===== src/rtl/fetch_ctrl.sv =====
// Instruction-fetch sequencer: one memory request per PC value, holds the returned
// instruction for decode, then advances the PC sequentially or to a redirect target.
module fetch_ctrl #(
    parameter int unsigned TIMEOUT = 16
) (
    input  logic        clk,
    input  logic        rst,
    input  logic [31:0] curr_pc,
    output logic [31:0] branch_addr,
    output logic        branch_addr_en,
    output logic        inst_ready,
    output logic        imem_req,
    output logic [31:0] imem_addr,
    input  logic        imem_gnt,
    input  logic        imem_rvalid,
    input  logic [31:0] imem_rdata,
    output logic [31:0] inst,
    output logic [31:0] inst_pc,
    output logic        inst_valid,
    input  logic        dec_ready,
    input  logic        redirect_en,
    input  logic [31:0] redirect_addr,
    output logic        fetch_fault,
    output logic [2:0]  dbg_state
);

    // Handshakes: imem_req is held until the cycle imem_gnt is seen; decode consumes
    // inst when inst_valid & dec_ready; inst_ready is a one-cycle PC advance strobe.
    typedef enum logic [2:0] {
        IDLE  = 3'd0,
        REQ   = 3'd1,
        WAIT  = 3'd2,
        HOLD  = 3'd3,
        ADV   = 3'd4,
        FAULT = 3'd5
    } state_t;

    localparam logic [7:0] LP_TIMEOUT = 8'(TIMEOUT);

    state_t      r_state;
    state_t      w_next;
    logic        r_imem_req;
    logic        r_inst_valid;
    logic        r_inst_ready;
    logic        r_bae;
    logic        r_fault;
    logic        r_kill;
    logic        r_redir_pend;
    logic [7:0]  r_cnt;
    logic [31:0] r_branch_addr;
    logic [31:0] r_inst;
    logic [31:0] r_inst_pc;

    logic        w_redir;
    logic        w_timeout;
    logic        w_bae_nxt;
    logic        w_kill_nxt;
    logic        w_capture;
    logic [7:0]  w_cnt_inc;

    assign w_redir   = redirect_en | r_redir_pend;
    assign w_cnt_inc = r_cnt + 8'd1;
    assign w_timeout = (w_cnt_inc >= LP_TIMEOUT);

    always_comb begin
        w_next     = r_state;
        w_bae_nxt  = 1'b0;
        w_kill_nxt = 1'b0;
        w_capture  = 1'b0;
        case (r_state)
            IDLE: w_next = REQ;
            REQ: begin
                if (imem_gnt) begin
                    if (imem_rvalid) begin
                        if (w_redir) begin
                            w_next    = ADV;
                            w_bae_nxt = 1'b1;
                        end else begin
                            w_next    = HOLD;
                            w_capture = 1'b1;
                        end
                    end else begin
                        // Granted request is now in flight; a redirect must kill its response.
                        w_next     = WAIT;
                        w_kill_nxt = w_redir;
                    end
                end else if (w_redir) begin
                    w_next    = ADV;
                    w_bae_nxt = 1'b1;
                end else if (w_timeout) begin
                    w_next = FAULT;
                end
            end
            WAIT: begin
                if (imem_rvalid) begin
                    if (r_kill || w_redir) begin
                        w_next    = ADV;
                        w_bae_nxt = 1'b1;
                    end else begin
                        w_next    = HOLD;
                        w_capture = 1'b1;
                    end
                end else if (w_timeout) begin
                    w_next = FAULT;
                end else begin
                    w_kill_nxt = r_kill | w_redir;
                end
            end
            HOLD: begin
                // Redirect wins over a same-cycle consume; the held instruction is dropped.
                if (w_redir) begin
                    w_next    = ADV;
                    w_bae_nxt = 1'b1;
                end else if (dec_ready) begin
                    w_next = ADV;
                end
            end
            ADV: begin
                if (w_redir) begin
                    w_next    = ADV;
                    w_bae_nxt = 1'b1;
                end else begin
                    w_next = REQ;
                end
            end
            FAULT: begin
                if (w_redir) begin
                    w_next    = ADV;
                    w_bae_nxt = 1'b1;
                end
            end
            default: w_next = IDLE;
        endcase
    end

    always_ff @(posedge clk) begin
        if (rst) begin
            r_state       <= IDLE;
            r_imem_req    <= 1'b0;
            r_inst_valid  <= 1'b0;
            r_inst_ready  <= 1'b0;
            r_bae         <= 1'b0;
            r_fault       <= 1'b0;
            r_kill        <= 1'b0;
            r_redir_pend  <= 1'b0;
            r_cnt         <= 8'd0;
            r_branch_addr <= 32'd0;
            r_inst        <= 32'd0;
            r_inst_pc     <= 32'd0;
        end else begin
            r_state      <= w_next;
            r_imem_req   <= (w_next == REQ);
            r_inst_valid <= (w_next == HOLD);
            r_inst_ready <= (w_next == ADV);
            r_bae        <= w_bae_nxt;
            r_fault      <= (w_next == FAULT);
            r_kill       <= w_kill_nxt;
            if (redirect_en) begin
                r_branch_addr <= redirect_addr;
            end
            // The ADV that carries branch_addr_en consumes the pending redirect.
            if (w_bae_nxt) begin
                r_redir_pend <= 1'b0;
            end else if (redirect_en) begin
                r_redir_pend <= 1'b1;
            end
            if (w_capture) begin
                r_inst    <= imem_rdata;
                r_inst_pc <= curr_pc;
            end
            if ((w_next == REQ) && (r_state != REQ)) begin
                r_cnt <= 8'd0;
            end else if ((r_state == REQ) || (r_state == WAIT)) begin
                r_cnt <= w_cnt_inc;
            end
        end
    end

    assign imem_addr      = curr_pc;
    assign imem_req       = r_imem_req;
    assign inst           = r_inst;
    assign inst_pc        = r_inst_pc;
    assign inst_valid     = r_inst_valid;
    assign inst_ready     = r_inst_ready;
    assign branch_addr    = r_branch_addr;
    assign branch_addr_en = r_bae;
    assign fetch_fault    = r_fault;
    assign dbg_state      = r_state;

endmodule

===== config.mk =====
export PLATFORM = sky130hd
export DESIGN_NAME = fetch_ctrl
export DESIGN_NICKNAME = d
export VERILOG_FILES = /design/src/rtl/fetch_ctrl.sv
export SDC_FILE = /design/constraint.sdc
export NUM_CORES = 1
export LEC_CHECK = 0
export CAP_MARGIN = 10
export CORE_MARGIN = 4
export CORE_UTILIZATION = 44
export CTS_BUF_LIST = sky130_fd_sc_hd__clkbuf_4
export CTS_CLUSTER_DIAMETER = 50
export CTS_CLUSTER_SIZE = 20
export DETAILED_ROUTE_END_ITERATION = 12
export HOLD_SLACK_MARGIN = 0.08
export PLACE_DENSITY = 0.85
export SETUP_SLACK_MARGIN = 0.2
export SYNTH_ARGS = -nofsm -noshare
export SYNTH_HDL_FRONTEND = slang
export SYNTH_SLANG_ARGS = --single-unit

===== constraint.sdc =====
create_clock -name clk -period 3.5 [get_ports clk]
set_clock_uncertainty 0.2 [all_clocks]
set_input_delay 0.7 -clock clk [delete_from_list [all_inputs] [get_ports clk]]
set_output_delay 0.7 -clock clk [all_outputs]
set_load 0.01 [all_outputs]

==> flow_metrics.env <==
export IMPL_row_count=37
export IMPL_worst_setup_path_start_kind="register"
export IMPL_cts_hold_buf=0
export IMPL_core_mm2=0.01032
export IMPL_min_period_ns=2.807
export IMPL_via_count=4580
export IMPL_period_share_pct=80.20
export IMPL_crit_family="flip-flops"
export IMPL_drive_above_1_share_pct=6.192
export IMPL_dieArea_mm2=0.01228
export IMPL_hold_viol=0
export IMPL_antenna_left=0
export IMPL_setup_ws_ns=0.6930
export IMPL_fin_area_mm2=0.007213
export IMPL_num_nets_final=849
export IMPL_power_mw=3.136
export IMPL_clk_latency_ns=0.50
export IMPL_rsz0062_at_grt="false"
export IMPL_synth_warnings=0
export IMPL_gp_congestion=0.8602
export IMPL_yosysUniqueCellTypes=49
export IMPL_synth_main_ff_cell="dfxtp_1"
export IMPL_path_clk_slew_ns=0.12
export IMPL_powerDensity_mw_per_mm2=434.8
export IMPL_via_per_inst=5.117
export IMPL_syn_area_mm2=0.004649
export IMPL_htree_num_levels=4
export IMPL_p_leak_nw=2.657
export IMPL_ys_ff_latch=114
export IMPL_grt_max_degree=65
export IMPL_buffer_ports_inserted=237
export IMPL_end_kind="output pin"
export IMPL_synth_nets=654
export IMPL_cpPeakStageDelay_ns=0.74
export IMPL_fin_setup_tns_ns=0
export IMPL_crit_slowest_cell="dfxtp_1"
export IMPL_maxCapViolations=0
export IMPL_critPathKind="reg2out"
export IMPL_slew_viol_final=0
export IMPL_relSlewSlack_pct=57.93
export IMPL_pin_count=238
export IMPL_cts_tree="done"
export IMPL_first_iter_violations=288
export IMPL_wl_per_cell_um=15.77
export IMPL_clock_sinks=114
export IMPL_initial_core_util_pct=45.04
export IMPL_synthCells=551
export IMPL_avgSynthCellArea_um2=8.438
export IMPL_post_cts_buffers=0
export IMPL_synthArstFlopShare_pct=0
export IMPL_path_max_fanout=19
export IMPL_numCtsBuffers=17
export IMPL_setup_viol=0
export IMPL_drc_errors=0
export IMPL_dp_slack_ns=0.5506
export IMPL_grt_pass1_vias=4734
export IMPL_wl_mm=14.12
export IMPL_placed_cell_area_mm2=0.006877
export IMPL_worst_slew_pin_slew_ns=0.6245
export IMPL_grt_antenna_before_repair=0
export IMPL_dieWidth_um=110.8
export IMPL_first_pass_iters=5
export IMPL_synth_edf_count=0
export IMPL_area_growth_pct=55.14
export IMPL_dieHeight_um=110.8
export IMPL_clockRootBuffer="clkbuf_4"
export IMPL_cts_resized=0
export IMPL_hp_class="reg2reg"
export IMPL_path_buf_inv=1
export IMPL_ys_seq_area_share_pct=49.09
export IMPL_cp_cell_sequence="clkdlybuf4s50_1"
export IMPL_grt_usage_pct=22.70
export IMPL_dp_hpwl_mm=10.38
export IMPL_grt_overflow=0
export IMPL_worstPathRequired_ns=2.60
export IMPL_outcome="completed"
export IMPL_peakVddDrop_mv=0.2455
export IMPL_worst_ep_arrival_time_ns=1.91
export IMPL_diodes=0
export IMPL_fmax_mhz=356.2
export IMPL_grt_first_pass_wirelength_mm=23.03
export IMPL_cts_max_path_buffers=2
[kinds of logic after synthesis]
kind of cell / synth area share [%]
XOR/XNOR: 1.319
AND/OR/NAND/NOR: 19.83
multiplexers: 7.104
AO/OA/AOI/OAI: 14.18
adder cells (fa/ha/maj): 0.2691
buffers and inverters: 8.208
flip-flops: 49.09
[cell type report]
class | instances | area [um^2]
Clock buffer | 18 | 135.1
Multi-Input combinational cell | 368 | 1986
Fill cell | 773 | 3110
Timing Repair Buffer | 242 | 2427
Tap cell | 136 | 170.2
Sequential cell | 114 | 2282
Clock inverter | 14 | 201.4
Inverter | 3 | 11.26
[registers in the layout (all words and copies together), names as in the netlist, 3 cells and up]
register and cells:
dbg_state 3, r_cnt 8, branch_addr 32, inst_pc 32, inst 32
[path summary, 6_finish.rpt]
check,start,to,slack [ns],depth (start not counted)
worst max register to register,r_cnt[0]$_SDFFE_PP0P_,r_cnt[4]$_SDFFE_PP0P_,0.98,6
worst max-delay path,dbg_state[2]$_SDFF_PP0_,dbg_state[2],0.69,1
worst min register to register,inst_pc[10]$_SDFFE_PP0P_,inst_pc[10]$_SDFFE_PP0P_,0.26,2
worst min-delay path,inst_pc[10]$_SDFFE_PP0P_,inst_pc[10]$_SDFFE_PP0P_,0.26,2
[report_power, final]
part / leakage, nW / internal (mW) / switching (mW)
clock network: 0.174 / 0.586 / 0.558
registers: 0.927 / 1.36 / 0.0629
logic: 1.56 / 0.317 / 0.250
total: 2.66 / 2.26 / 0.872
[cell usage after synthesis, types with 3 or more instances]
cell | number | area, um^2
nor3_1 | 7 | 35.03
o211ai_1 | 5 | 37.54
nor2_1 | 39 | 146.4
o31a_1 | 3 | 26.28
buf_4 | 32 | 240.2
nand2_1 | 139 | 521.8
o21ai_0 | 4 | 20.02
nand3_1 | 5 | 25.02
a31oi_1 | 9 | 56.30
o211a_1 | 3 | 30.03
nand2b_1 | 4 | 25.02
xor2_1 | 6 | 52.55
mux2i_1 | 33 | 330.3
dfxtp_1 | 114 | 2282
inv_1 | 3 | 11.26
clkbuf_1 | 29 | 108.9
nand4_1 | 4 | 25.02
a21oi_1 | 70 | 350.3
buf_1 | 3 | 11.26
[stage by stage]
| step | utilization, % | std cells | hold slack [ns] |
|---|---|---|---|
| 2_1_floorplan | - | 551 | 0.2805 |
| 3_3_place_gp | 66.61 | 863 | 0.2411 |
| 3_5_place_dp | 66.61 | 863 | 0.2455 |
| 4_1_cts | 69.87 | 895 | 0.2616 |
| 5_1_grt | 69.87 | 895 | 0.2788 |
| 6_report | 69.87 | 895 | 0.2592 |
[layer usage]
layer	part of all wire, %	global-route usage [%]
met1	37	23.89
met2	52	40.21
met3	9.2	9.279
met4	1.9	8.949
met5	0	0
[cell usage in the layout, fill, tap and decap left out, types with 3 or more instances in the layout]
master	count
clkdlybuf4s50_1	235
nand2b_1	4
a21oi_1	70
nand4_1	4
inv_6	4
clkbuf_4	18
bufinv_16	4
buf_4	4
xor2_1	6
o31a_1	3
clkinv_4	3
inv_1	3
o21ai_0	4
o211ai_1	5
nor3_1	7
mux2i_1	33
nand3_1	5
dfxtp_1	114
a31oi_1	9
nor2_1	39
nand2_1	139
Note: power is estimated with default switching activity, not from simulation.
